$ cat src/rtl/reg_scoreboard_ctrl_if.sv
// Decode/issue/retire handshake bundle for the register scoreboard.
// The master side is the pipeline (decode, EXU, WBU). The slave side is the scoreboard.
interface reg_scoreboard_ctrl_if #(
  parameter int REG_W = 5,
  parameter int CSR_W = 3
);
  logic             dec_valid;
  logic [REG_W-1:0] dec_rs1;
  logic             dec_rs1_used;
  logic [REG_W-1:0] dec_rs2;
  logic             dec_rs2_used;
  logic [REG_W-1:0] dec_rd;
  logic             dec_rd_write;
  logic [CSR_W-1:0] dec_csr_rd;
  logic             dec_csr_read;
  logic [CSR_W-1:0] dec_csr_wr;
  logic             dec_csr_write;
  logic             exu_ready;
  logic             dec_ready;
  logic             issue_valid;
  logic             ret_valid;
  logic [REG_W-1:0] ret_rd;
  logic             ret_rd_write;
  logic [CSR_W-1:0] ret_csr;
  logic             ret_csr_write;

  modport master (
    output dec_valid, dec_rs1, dec_rs1_used, dec_rs2, dec_rs2_used,
           dec_rd, dec_rd_write, dec_csr_rd, dec_csr_read, dec_csr_wr,
           dec_csr_write, exu_ready, ret_valid, ret_rd, ret_rd_write,
           ret_csr, ret_csr_write,
    input  dec_ready, issue_valid
  );

  modport slave (
    input  dec_valid, dec_rs1, dec_rs1_used, dec_rs2, dec_rs2_used,
           dec_rd, dec_rd_write, dec_csr_rd, dec_csr_read, dec_csr_wr,
           dec_csr_write, exu_ready, ret_valid, ret_rd, ret_rd_write,
           ret_csr, ret_csr_write,
    output dec_ready, issue_valid
  );
endinterface

$ cat src/rtl/reg_scoreboard_ctrl.sv
// Register/CSR hazard scoreboard between decode and EXU issue.
// Each GPR and CSR slot has a pending-write counter. Issue raises the counter and WBU retire lowers it.
// Decode is held while any source is still pending, or while the in-flight cap is reached.
module reg_scoreboard_ctrl #(
  parameter int  NREGS        = 32,
  parameter int  REG_W        = 5,
  parameter int  NCSR         = 8,
  parameter int  CSR_W        = 3,
  parameter int  CNT_W        = 2,
  parameter int  MAX_INFLIGHT = 3,
  localparam int INF_W        = $clog2(MAX_INFLIGHT + 1)
) (
  input  logic                 clk,
  input  logic                 rst_n,
  reg_scoreboard_ctrl_if.slave sb,
  input  logic                 flush,
  output logic                 stall_raw,
  output logic [INF_W-1:0]     inflight,
  output logic [NREGS-1:0]     busy_vec,
  output logic                 err_underflow
);

  localparam logic [CNT_W-1:0] CNT_MAX = '1;

  logic [NREGS-1:0][CNT_W-1:0] gpr_cnt, gpr_nxt;
  logic [NCSR-1:0][CNT_W-1:0]  csr_cnt, csr_nxt;
  logic [INF_W-1:0]            inflight_nxt;
  logic [CNT_W:0]              cnt_step;
  logic                        underflow_evt;
  logic                        h1, h2, hc, full, block, fire;

  // One counter update: the top bit of the result flags a decrement attempted at zero.
  function automatic logic [CNT_W:0] step_cnt(input logic [CNT_W-1:0] cnt,
                                               input logic inc, input logic dec);
    logic [CNT_W:0] res;
    res = {1'b0, cnt};
    if (inc && !dec && (cnt != CNT_MAX))
      res = {1'b0, cnt + CNT_W'(1)};
    else if (dec && !inc)
      res = (cnt == '0) ? {1'b1, cnt} : {1'b0, cnt - CNT_W'(1)};
    return res;
  endfunction

  // Hazards look only at registered counters, so a retire in this cycle does not release a stall yet.
  always_comb begin
    h1    = sb.dec_rs1_used && (sb.dec_rs1 != '0) && (gpr_cnt[sb.dec_rs1] != '0);
    h2    = sb.dec_rs2_used && (sb.dec_rs2 != '0) && (gpr_cnt[sb.dec_rs2] != '0);
    hc    = sb.dec_csr_read && (csr_cnt[sb.dec_csr_rd] != '0);
    full  = (inflight == INF_W'(MAX_INFLIGHT));
    stall_raw      = sb.dec_valid & (h1 | h2 | hc);
    block          = stall_raw | full;
    sb.dec_ready   = sb.exu_ready & ~block;
    sb.issue_valid = sb.dec_valid & sb.exu_ready & ~block & ~flush;
    fire           = sb.issue_valid;
  end

  // x0 is never tracked, so its busy bit is tied low.
  always_comb begin
    busy_vec = '0;
    for (int i = 1; i < NREGS; i++)
      busy_vec[i] = (gpr_cnt[i] != '0);
  end

  // Next-state counters and in-flight count. A flush wipes everything and ignores this cycle's retire.
  always_comb begin
    gpr_nxt       = gpr_cnt;
    csr_nxt       = csr_cnt;
    inflight_nxt  = inflight;
    underflow_evt = 1'b0;
    cnt_step      = '0;
    for (int i = 1; i < NREGS; i++) begin
      cnt_step = step_cnt(gpr_cnt[i],
                          fire && sb.dec_rd_write && (sb.dec_rd == REG_W'(i)),
                          sb.ret_valid && sb.ret_rd_write && (sb.ret_rd == REG_W'(i)));
      gpr_nxt[i]    = cnt_step[CNT_W-1:0];
      underflow_evt = underflow_evt | cnt_step[CNT_W];
    end
    for (int j = 0; j < NCSR; j++) begin
      cnt_step = step_cnt(csr_cnt[j],
                          fire && sb.dec_csr_write && (sb.dec_csr_wr == CSR_W'(j)),
                          sb.ret_valid && sb.ret_csr_write && (sb.ret_csr == CSR_W'(j)));
      csr_nxt[j]    = cnt_step[CNT_W-1:0];
      underflow_evt = underflow_evt | cnt_step[CNT_W];
    end
    case ({fire, sb.ret_valid})
      2'b10: if (!full) inflight_nxt = inflight + INF_W'(1);
      2'b01: begin
        if (inflight == '0) underflow_evt = 1'b1;
        else                inflight_nxt  = inflight - INF_W'(1);
      end
      default: ;
    endcase
    if (flush) begin
      gpr_nxt       = '0;
      csr_nxt       = '0;
      inflight_nxt  = '0;
      underflow_evt = 1'b0;
    end
  end

  // State registers. The underflow flag is sticky until reset.
  always_ff @(posedge clk or negedge rst_n) begin
    if (!rst_n) begin
      gpr_cnt       <= '0;
      csr_cnt       <= '0;
      inflight      <= '0;
      err_underflow <= 1'b0;
    end else begin
      gpr_cnt       <= gpr_nxt;
      csr_cnt       <= csr_nxt;
      inflight      <= inflight_nxt;
      err_underflow <= err_underflow | underflow_evt;
    end
  end

endmodule

$ cat src/flat_wrapper.sv
// flat-port wrapper written by rule: the top's interface ports become plain ports
module reg_scoreboard_ctrl_flat 
#(
  parameter int  NREGS        = 32,
  parameter int  REG_W        = 5,
  parameter int  NCSR         = 8,
  parameter int  CSR_W        = 3,
  parameter int  CNT_W        = 2,
  parameter int  MAX_INFLIGHT = 3,
  localparam int INF_W        = $clog2(MAX_INFLIGHT + 1)
)
  (clk, rst_n, flush, stall_raw, inflight, busy_vec, err_underflow, sb_dec_valid, sb_dec_rs1, sb_dec_rs1_used, sb_dec_rs2, sb_dec_rs2_used, sb_dec_rd, sb_dec_rd_write, sb_dec_csr_rd, sb_dec_csr_read, sb_dec_csr_wr, sb_dec_csr_write, sb_exu_ready, sb_ret_valid, sb_ret_rd, sb_ret_rd_write, sb_ret_csr, sb_ret_csr_write, sb_dec_ready, sb_issue_valid);
  reg_scoreboard_ctrl_if #(.REG_W(REG_W), .CSR_W(CSR_W)) sb_i ();
  input  logic clk;
  input  logic rst_n;
  input  logic flush;
  output logic stall_raw;
  output logic [INF_W-1:0] inflight;
  output logic [NREGS-1:0] busy_vec;
  output logic err_underflow;
  input wire logic [$bits(sb_i.dec_valid)-1:0] sb_dec_valid;
  input wire logic [$bits(sb_i.dec_rs1)-1:0] sb_dec_rs1;
  input wire logic [$bits(sb_i.dec_rs1_used)-1:0] sb_dec_rs1_used;
  input wire logic [$bits(sb_i.dec_rs2)-1:0] sb_dec_rs2;
  input wire logic [$bits(sb_i.dec_rs2_used)-1:0] sb_dec_rs2_used;
  input wire logic [$bits(sb_i.dec_rd)-1:0] sb_dec_rd;
  input wire logic [$bits(sb_i.dec_rd_write)-1:0] sb_dec_rd_write;
  input wire logic [$bits(sb_i.dec_csr_rd)-1:0] sb_dec_csr_rd;
  input wire logic [$bits(sb_i.dec_csr_read)-1:0] sb_dec_csr_read;
  input wire logic [$bits(sb_i.dec_csr_wr)-1:0] sb_dec_csr_wr;
  input wire logic [$bits(sb_i.dec_csr_write)-1:0] sb_dec_csr_write;
  input wire logic [$bits(sb_i.exu_ready)-1:0] sb_exu_ready;
  input wire logic [$bits(sb_i.ret_valid)-1:0] sb_ret_valid;
  input wire logic [$bits(sb_i.ret_rd)-1:0] sb_ret_rd;
  input wire logic [$bits(sb_i.ret_rd_write)-1:0] sb_ret_rd_write;
  input wire logic [$bits(sb_i.ret_csr)-1:0] sb_ret_csr;
  input wire logic [$bits(sb_i.ret_csr_write)-1:0] sb_ret_csr_write;
  output wire logic [$bits(sb_i.dec_ready)-1:0] sb_dec_ready;
  output wire logic [$bits(sb_i.issue_valid)-1:0] sb_issue_valid;
  assign sb_i.dec_valid = sb_dec_valid;
  assign sb_i.dec_rs1 = sb_dec_rs1;
  assign sb_i.dec_rs1_used = sb_dec_rs1_used;
  assign sb_i.dec_rs2 = sb_dec_rs2;
  assign sb_i.dec_rs2_used = sb_dec_rs2_used;
  assign sb_i.dec_rd = sb_dec_rd;
  assign sb_i.dec_rd_write = sb_dec_rd_write;
  assign sb_i.dec_csr_rd = sb_dec_csr_rd;
  assign sb_i.dec_csr_read = sb_dec_csr_read;
  assign sb_i.dec_csr_wr = sb_dec_csr_wr;
  assign sb_i.dec_csr_write = sb_dec_csr_write;
  assign sb_i.exu_ready = sb_exu_ready;
  assign sb_i.ret_valid = sb_ret_valid;
  assign sb_i.ret_rd = sb_ret_rd;
  assign sb_i.ret_rd_write = sb_ret_rd_write;
  assign sb_i.ret_csr = sb_ret_csr;
  assign sb_i.ret_csr_write = sb_ret_csr_write;
  assign sb_dec_ready = sb_i.dec_ready;
  assign sb_issue_valid = sb_i.issue_valid;
  reg_scoreboard_ctrl #(.NREGS(NREGS), .REG_W(REG_W), .NCSR(NCSR), .CSR_W(CSR_W), .CNT_W(CNT_W), .MAX_INFLIGHT(MAX_INFLIGHT)) u_core (.clk(clk), .rst_n(rst_n), .sb(sb_i), .flush(flush), .stall_raw(stall_raw), .inflight(inflight), .busy_vec(busy_vec), .err_underflow(err_underflow));
endmodule
$ cat config.mk
export PLATFORM = sky130hd
export DESIGN_NAME = reg_scoreboard_ctrl_flat
export DESIGN_NICKNAME = d
export VERILOG_FILES = /design/src/rtl/reg_scoreboard_ctrl_if.sv /design/src/rtl/reg_scoreboard_ctrl.sv /design/src/flat_wrapper.sv
export SDC_FILE = /design/constraint.sdc
export NUM_CORES = 1
export LEC_CHECK = 0
export CORE_UTILIZATION = 50
export DETAILED_ROUTE_END_ITERATION = 8
export GPL_ROUTABILITY_DRIVEN = 0
export PLACE_DENSITY = 0.7
export SYNTH_ARGS = -nofsm -noshare
export SYNTH_HDL_FRONTEND = slang
export SYNTH_SLANG_ARGS = --single-unit
$ cat constraint.sdc
create_clock -name clk -period 6.8 [get_ports clk]
set_input_delay 0.68 -clock clk [delete_from_list [all_inputs] [get_ports clk]]
set_output_delay 0.68 -clock clk [all_outputs]
set_load 0.02 [all_outputs]
# Word level (Yosys, flattened, before mapping)
# Cells that the tools add are included.
[word_totals] ff_bits=81 input_bits=42 out_inout_bits=38 elab_cells=904
[op_classes] n_addsub=80 magnitude_cmp=3 eq_ne=159 muxes=132 n_bitwise=49 n_reduce_logical=440
[op_table] operator="$mux 3" n=117
[op_table] operator="$logic_and 1x1->1" n=204
[op_table] operator="$eq 5x5->1 const B" n=32
[op_table] operator="$reduce_bool 3->1" n=40
[op_table] operator="$ne 3x2->1 const B" n=39
[op_table] operator="$add 2x1->2 const B" n=40
[op_table] operator="$eq 5x4->1 const B" n=16
[op_table] operator="$logic_not 2->1" n=40
[op_table] operator="$sub 2x1->2 const B" n=40
[op_table] operator="$logic_not 1->1" n=78
[op_table] operator="$ne 2x2->1 const B" n=39
[op_table] operator="$reduce_and 2->1" n=39
[op_table] operator="$reduce_bool 2->1" n=34
[op_table] operator="$mux 64" n=1
[op_table] operator="$or 1x1->1" n=42
[op_table] operator="$eq 5x3->1 const B" n=8
[op_table] operator="$eq 3x3->1 const B" n=8
[op_table] operator="$bmux 2 s5" n=2
[op_table] operator="$eq 5x2->1 const B" n=4
[op_table] operator="$mux 16" n=1
[op_table] operator="$eq 3x2->1 const B" n=4
[op_table] operator="$lt 5x6->1 const B" n=2
[op_table] operator="$mux 2" n=6
[op_table] operator="$eq 5x1->1 const B" n=2
[op_table] operator="13 further kinds" n=25

# Depth between registers and ports, before layout
[depth] word_depth=59 mapped_depth=15 mapped_depth_nobuf=11

# Least setup slack after synthesis
# OpenSTA, ideal clock, no wires.
[synth_path] path_type="input to output" start="input port sb_dec_rs2[1]" end="output port sb_dec_ready" t_arrival_ns=2.884 t_required_ns=6.120 setup_slack_ns=3.236 stages=10 path_buffers=2 cell_sequence="clkbuf_1 inv_1 mux4_2 and2_0 o211ai_1 a21oi_1 and2_1 clkbuf_1 nor2b_1 nor2_1"
[synth_via] elab_chain_len=10 elab_cells_between_ends=12 cone_classes="mux (2); bitwise (6); reduce/logical (4)"
[synth_lines] element="start: declaration" line="flat_wrapper.sv:24" text="input wire logic [$bits(sb_i.dec_rs2)-1:0] sb_dec_rs2;"
[synth_lines] element="$bmux 2 s5" line="reg_scoreboard_ctrl.sv:47" text="h2 = sb.dec_rs2_used && (sb.dec_rs2 != '0) && (gpr_cnt[sb.dec_rs2] != '0);"
[synth_lines] element="$mux 2 (not written as such)" line="reg_scoreboard_ctrl.sv:47"
[synth_lines] element="$reduce_bool 2->1" line="reg_scoreboard_ctrl.sv:47"
[synth_lines] element="$logic_and 1x1->1 *" line="reg_scoreboard_ctrl.sv:47"
[synth_lines] element="$or 1x1->1 * (2 in series)" line="reg_scoreboard_ctrl.sv:50" text="stall_raw = sb.dec_valid & (h1 | h2 | hc);"
[synth_lines] element="$and 1x1->1 *" line="reg_scoreboard_ctrl.sv:50"
[synth_lines] element="via stall_raw" line="flat_wrapper.sv:17" text="output logic stall_raw;"
[synth_lines] element="$or 1x1->1 *" line="reg_scoreboard_ctrl.sv:51" text="block = stall_raw | full;"
[synth_lines] element="$not 1->1 *" line="reg_scoreboard_ctrl.sv:52" text="sb.dec_ready = sb.exu_ready & ~block;"
[synth_lines] element="$and 1x1->1 *" line="reg_scoreboard_ctrl.sv:52"
[synth_lines] element="end: declaration" line="flat_wrapper.sv:38" text="output wire logic [$bits(sb_i.dec_ready)-1:0] sb_dec_ready;"
# The timed path passes the listed nets; every way through them passes the cells marked *. The select of a mux whose other input is x is not followed.

# Worst setup path in the final report
[layout_path] start="input port sb_dec_rs1[1]" end="output port sb_issue_valid"
[layout_via] elab_chain_len=11 elab_cells_between_ends=13 cone_classes="mux (2); bitwise (7); reduce/logical (4)"
[layout_lines] element="start: declaration" line="flat_wrapper.sv:22" text="input wire logic [$bits(sb_i.dec_rs1)-1:0] sb_dec_rs1;"
[layout_lines] element="$bmux 2 s5" line="reg_scoreboard_ctrl.sv:46" text="h1 = sb.dec_rs1_used && (sb.dec_rs1 != '0) && (gpr_cnt[sb.dec_rs1] != '0);"
[layout_lines] element="$mux 2 (not written as such)" line="reg_scoreboard_ctrl.sv:46"
[layout_lines] element="$reduce_bool 2->1" line="reg_scoreboard_ctrl.sv:46"
[layout_lines] element="$logic_and 1x1->1 *" line="reg_scoreboard_ctrl.sv:46"
[layout_lines] element="$or 1x1->1 * (2 in series)" line="reg_scoreboard_ctrl.sv:50"
[layout_lines] element="$and 1x1->1 *" line="reg_scoreboard_ctrl.sv:50"
[layout_lines] element="$or 1x1->1 *" line="reg_scoreboard_ctrl.sv:51"
[layout_lines] element="$not 1->1 *" line="reg_scoreboard_ctrl.sv:53" text="sb.issue_valid = sb.dec_valid & sb.exu_ready & ~block & ~flush;"
[layout_lines] element="$and 1x1->1 * (2 in series)" line="reg_scoreboard_ctrl.sv:53"
[layout_lines] element="end: declaration" line="flat_wrapper.sv:39" text="output wire logic [$bits(sb_i.issue_valid)-1:0] sb_issue_valid;"
# Every way passes the cells marked *; elsewhere a longest branch is shown, timed or not. The select of a mux whose other input is x is not followed.

==> run_results.csv <==
group,metric,value,unit
synth,syn-cell-area,9590,um^2
synth,synth_common_cells,"156 x ha_1, 140 x nor2_1, 126 x inv_1",
timing,setup_viol,0,
setup_path,crit_fanout,34,
setup_path,worstPathCellList,"clkdlybuf4s50_1 > nand2_1 > o311a_1 > a32o_1 > o311a_1 > nor3_4 > nand2_4 > inv_2 > clkdlybuf4s50_1",
setup_path,end_kind,"primary output",
floorplanning,dieArea,19700,um^2
global_route,pin_count_of_the_biggest_net_entering_global_routing,66,
setup_path,cpMaxStageDelayCell,"clkdlybuf4s50_1",
power,power_density,120,nW/um^2
synth,postSynthCellCount,1197,
finish,layout.cells.non_filler,1483,
setup_path,setup.worst_path.class,"in2out",
synth,synthArstFlopShare,1.00,
cts,clock_insertion_delay_worst_skew,0.36,ns
worst_hold_path,min_path_type,"in2async",
place,port_buffers,78,
cts,holdBufCountCts,0,
global_route,grt_first_pass_wirelength,48000,um
place,placed_cells_incl_taps,1468,
setup_path,critical_path.startpoint_type,"input pin",
setup_path,critPathArrivalTime,4.94,ns
timing,finalCriticalPeriod,5.62,ns
timing,worst-slew-pin-transition,1.24,ns
cts,clk_root_buffer_cell,"clkbuf_16",
power,pwr_total,0.00129,W
cts,clk_transition_reported_paths,0.06,ns
routing,totalWireLength,30600,um
floorplanning,floorplan.die.height,140,um
finish,final_core_util,0.575,
setup_path,timing.reg2reg.worst_path_depth,11,
routing,detail_route.iter0.violations,967,
routing,routed_wire_length_per_instance,20.6,um
synth,ys.warnings.count,0,
floorplanning,num_io_pins,80,
global_route,grt_overflow,0,
cts,cts.repair_timing.setup_buffer_count,0,
synth,postSynthAreaPerCell,8.01,um^2
routing,via_count,9380,
run,max_cap_violations,0,
synth,ys_seq_elements,81,
cts,cts.sink_count,81,
cts,numCtsBuffers,9,
synth,netlist-cell-type-count,74,
cts,post_cts.resized_instances,0,
finish,fin_nets,1443,
global_route,antenna_found_initial,0,
timing,finClkSkew,0.00950,ns
setup_path,critical-path-max-stage-delay,0.91,ns
floorplanning,die_x,140,um
routing,detail_routed_via_count_per_cell,6.33,
cts,cts.htree.levels,3,
setup_path,cp_data_required_time,6.12,ns
routing,drc,0,
power,power.static_leakage,4.76,nW
finish,n_fill_cell,1736,
synth,synthMostInstantiatedCell,"ha_1",
global_route,grtUsageTotal,0.314,
synth,yosysTopAreaCellShare,0.211,
floorplanning,initial_core_util,0.511,
synth,synth.top_cells.by_area,"dfrtp_1 21%, ha_1 20%, nor2_1 5.5%, inv_1 4.9%, mux2i_1 3.9%",
timing,fin_hold_ws,0.225,ns
finish,synthToLayoutAreaGrowth,12.5,%
synth,yosys_most_used_dff,"dfrtp_1",
synth,synthDominantAreaCellType,"dfrtp_1",
timing,grt_setup_unrepaired,"no",
timing,final_min_period_over_clock_period,0.827,
finish,drive_above_1_share,0.0464,
routing,drt_pre_antenna_iters,6,
timing,maxClockFrequency,0.178,GHz
finish,antenna_cells_inserted,0,
synth,number_of_enable_type_register_cells_in_the_synthesized_netlist,0,
floorplanning,placeableCoreArea,18800,um^2
timing,slew-limit-headroom,0.155,
timing,setup_total_negative_slack,0,ns
cts,clockBufferDepth,2,
place,dp_hpwl,23200,um
power,power.ir.vdd_worst,0.121,mV
global_route,grt_pass1_vias,8663,
cts,clock_tree_from_tritoncts,"done",
timing,timing_max_transition_violations_final,0,
timing,final_report_hold_violation_count,0,
routing,ant_nets,0,
floorplanning,num_rows,50,
synth,postSynthNetCount,1395,
synth,synth.yosys.seq_area_share,0.211,
status,outcome,"finished, final reports clean",
[registers in the layout, indices dropped and copies added, names as in the netlist]
register,flops
u_core.gpr_cnt,62
u_core.inflight,2
u_core.csr_cnt,16
u_core.err_underflow,1
[layout by cell type, fill, tap and decap left out, drive strengths merged, types with 7 or more instances in the layout]
cell type / netlist / layout
nand2b: 17 / 17
and3: 11 / 11
nor3: 55 / 55
nor3b: 11 / 11
o311ai: 10 / 10
nor4: 26 / 26
a311oi: 8 / 8
clkdlybuf4s50: 0 / 76
a31oi: 25 / 25
xnor2: 13 / 13
nand2: 71 / 71
dfrtp: 81 / 81
a22oi: 9 / 9
o211ai: 8 / 8
a211oi: 36 / 36
or2: 8 / 8
nand3: 35 / 35
nand4: 17 / 17
o22ai: 13 / 13
ha: 156 / 156
nor2: 140 / 140
nor4b: 11 / 11
mux2i: 37 / 37
or3: 14 / 14
o31ai: 7 / 7
o21ai: 29 / 29
and2: 7 / 7
clkbuf: 30 / 9
o21a: 7 / 7
nor2b: 19 / 19
inv: 127 / 127
a21oi: 49 / 49
[area by class of cell]
type,instances,area (um^2),area share
Clock buffer,9,225,0.0209
Clock inverter,6,83.8,0.00777
Inverter,127,477,0.0442
Multi-Input combinational cell,944,6880,0.638
Sequential cell,81,2030,0.188
Tap cell,234,293,0.0271
Timing Repair Buffer,82,803,0.0745
[through the flow]
step	cell area, um^2	setup WS (ns)
3_3_place_gp	10500	1.40
5_1_grt	10800	0.974
2_1_floorplan	9590	3.24
4_1_cts	10800	1.26
3_5_place_dp	10500	1.27
6_report	10800	1.18
[cells by family after synthesis]
logic type / share of synthesized area
buf+inv: 0.0716
fa+ha+maj: 0.204
compound gates: 0.188
xor+xnor: 0.0119
other cells: 0.000391
mux: 0.0574
flops: 0.211
simple gates: 0.256
[per-layer routing]
layer  vias to the layer above  wire length [um]  track usage
met3                       106              2640       0.0711
met2                       459             13300        0.487
li1                       4408                 -            -
met5                         -                 0            0
met1                      4407             13200        0.412
met4                         0              1450        0.151
[final timing paths]
kind	to	from	slack, ns
setup / recovery	sb_issue_valid	sb_dec_rs1[1]	1.18
hold / removal	u_core.gpr_cnt[45]	rst_n	0.23
setup reg to reg	u_core.err_underflow	u_core.csr_cnt[0]	2.59
hold reg to reg	u_core.gpr_cnt[40]	u_core.gpr_cnt[40]	0.62
max in group asynchronous	u_core.gpr_cnt[27]	rst_n	5.41
min in group clk	u_core.gpr_cnt[40]	u_core.gpr_cnt[40]	0.62
[critical path: cells and delay by family]
kind	cells	cell delay, ns
buffers and inverters	3	2.21
AOI/OAI and AO/OA	3	1.00
and+or+nand+nor	3	1.03
[report_power, final]
group          switching [W]  internal, W
sequential         0.0000160     0.000489
clock               0.000222     0.000319
combinational       0.000156    0.0000908
Note: power is estimated with default switching activity, not from simulation.
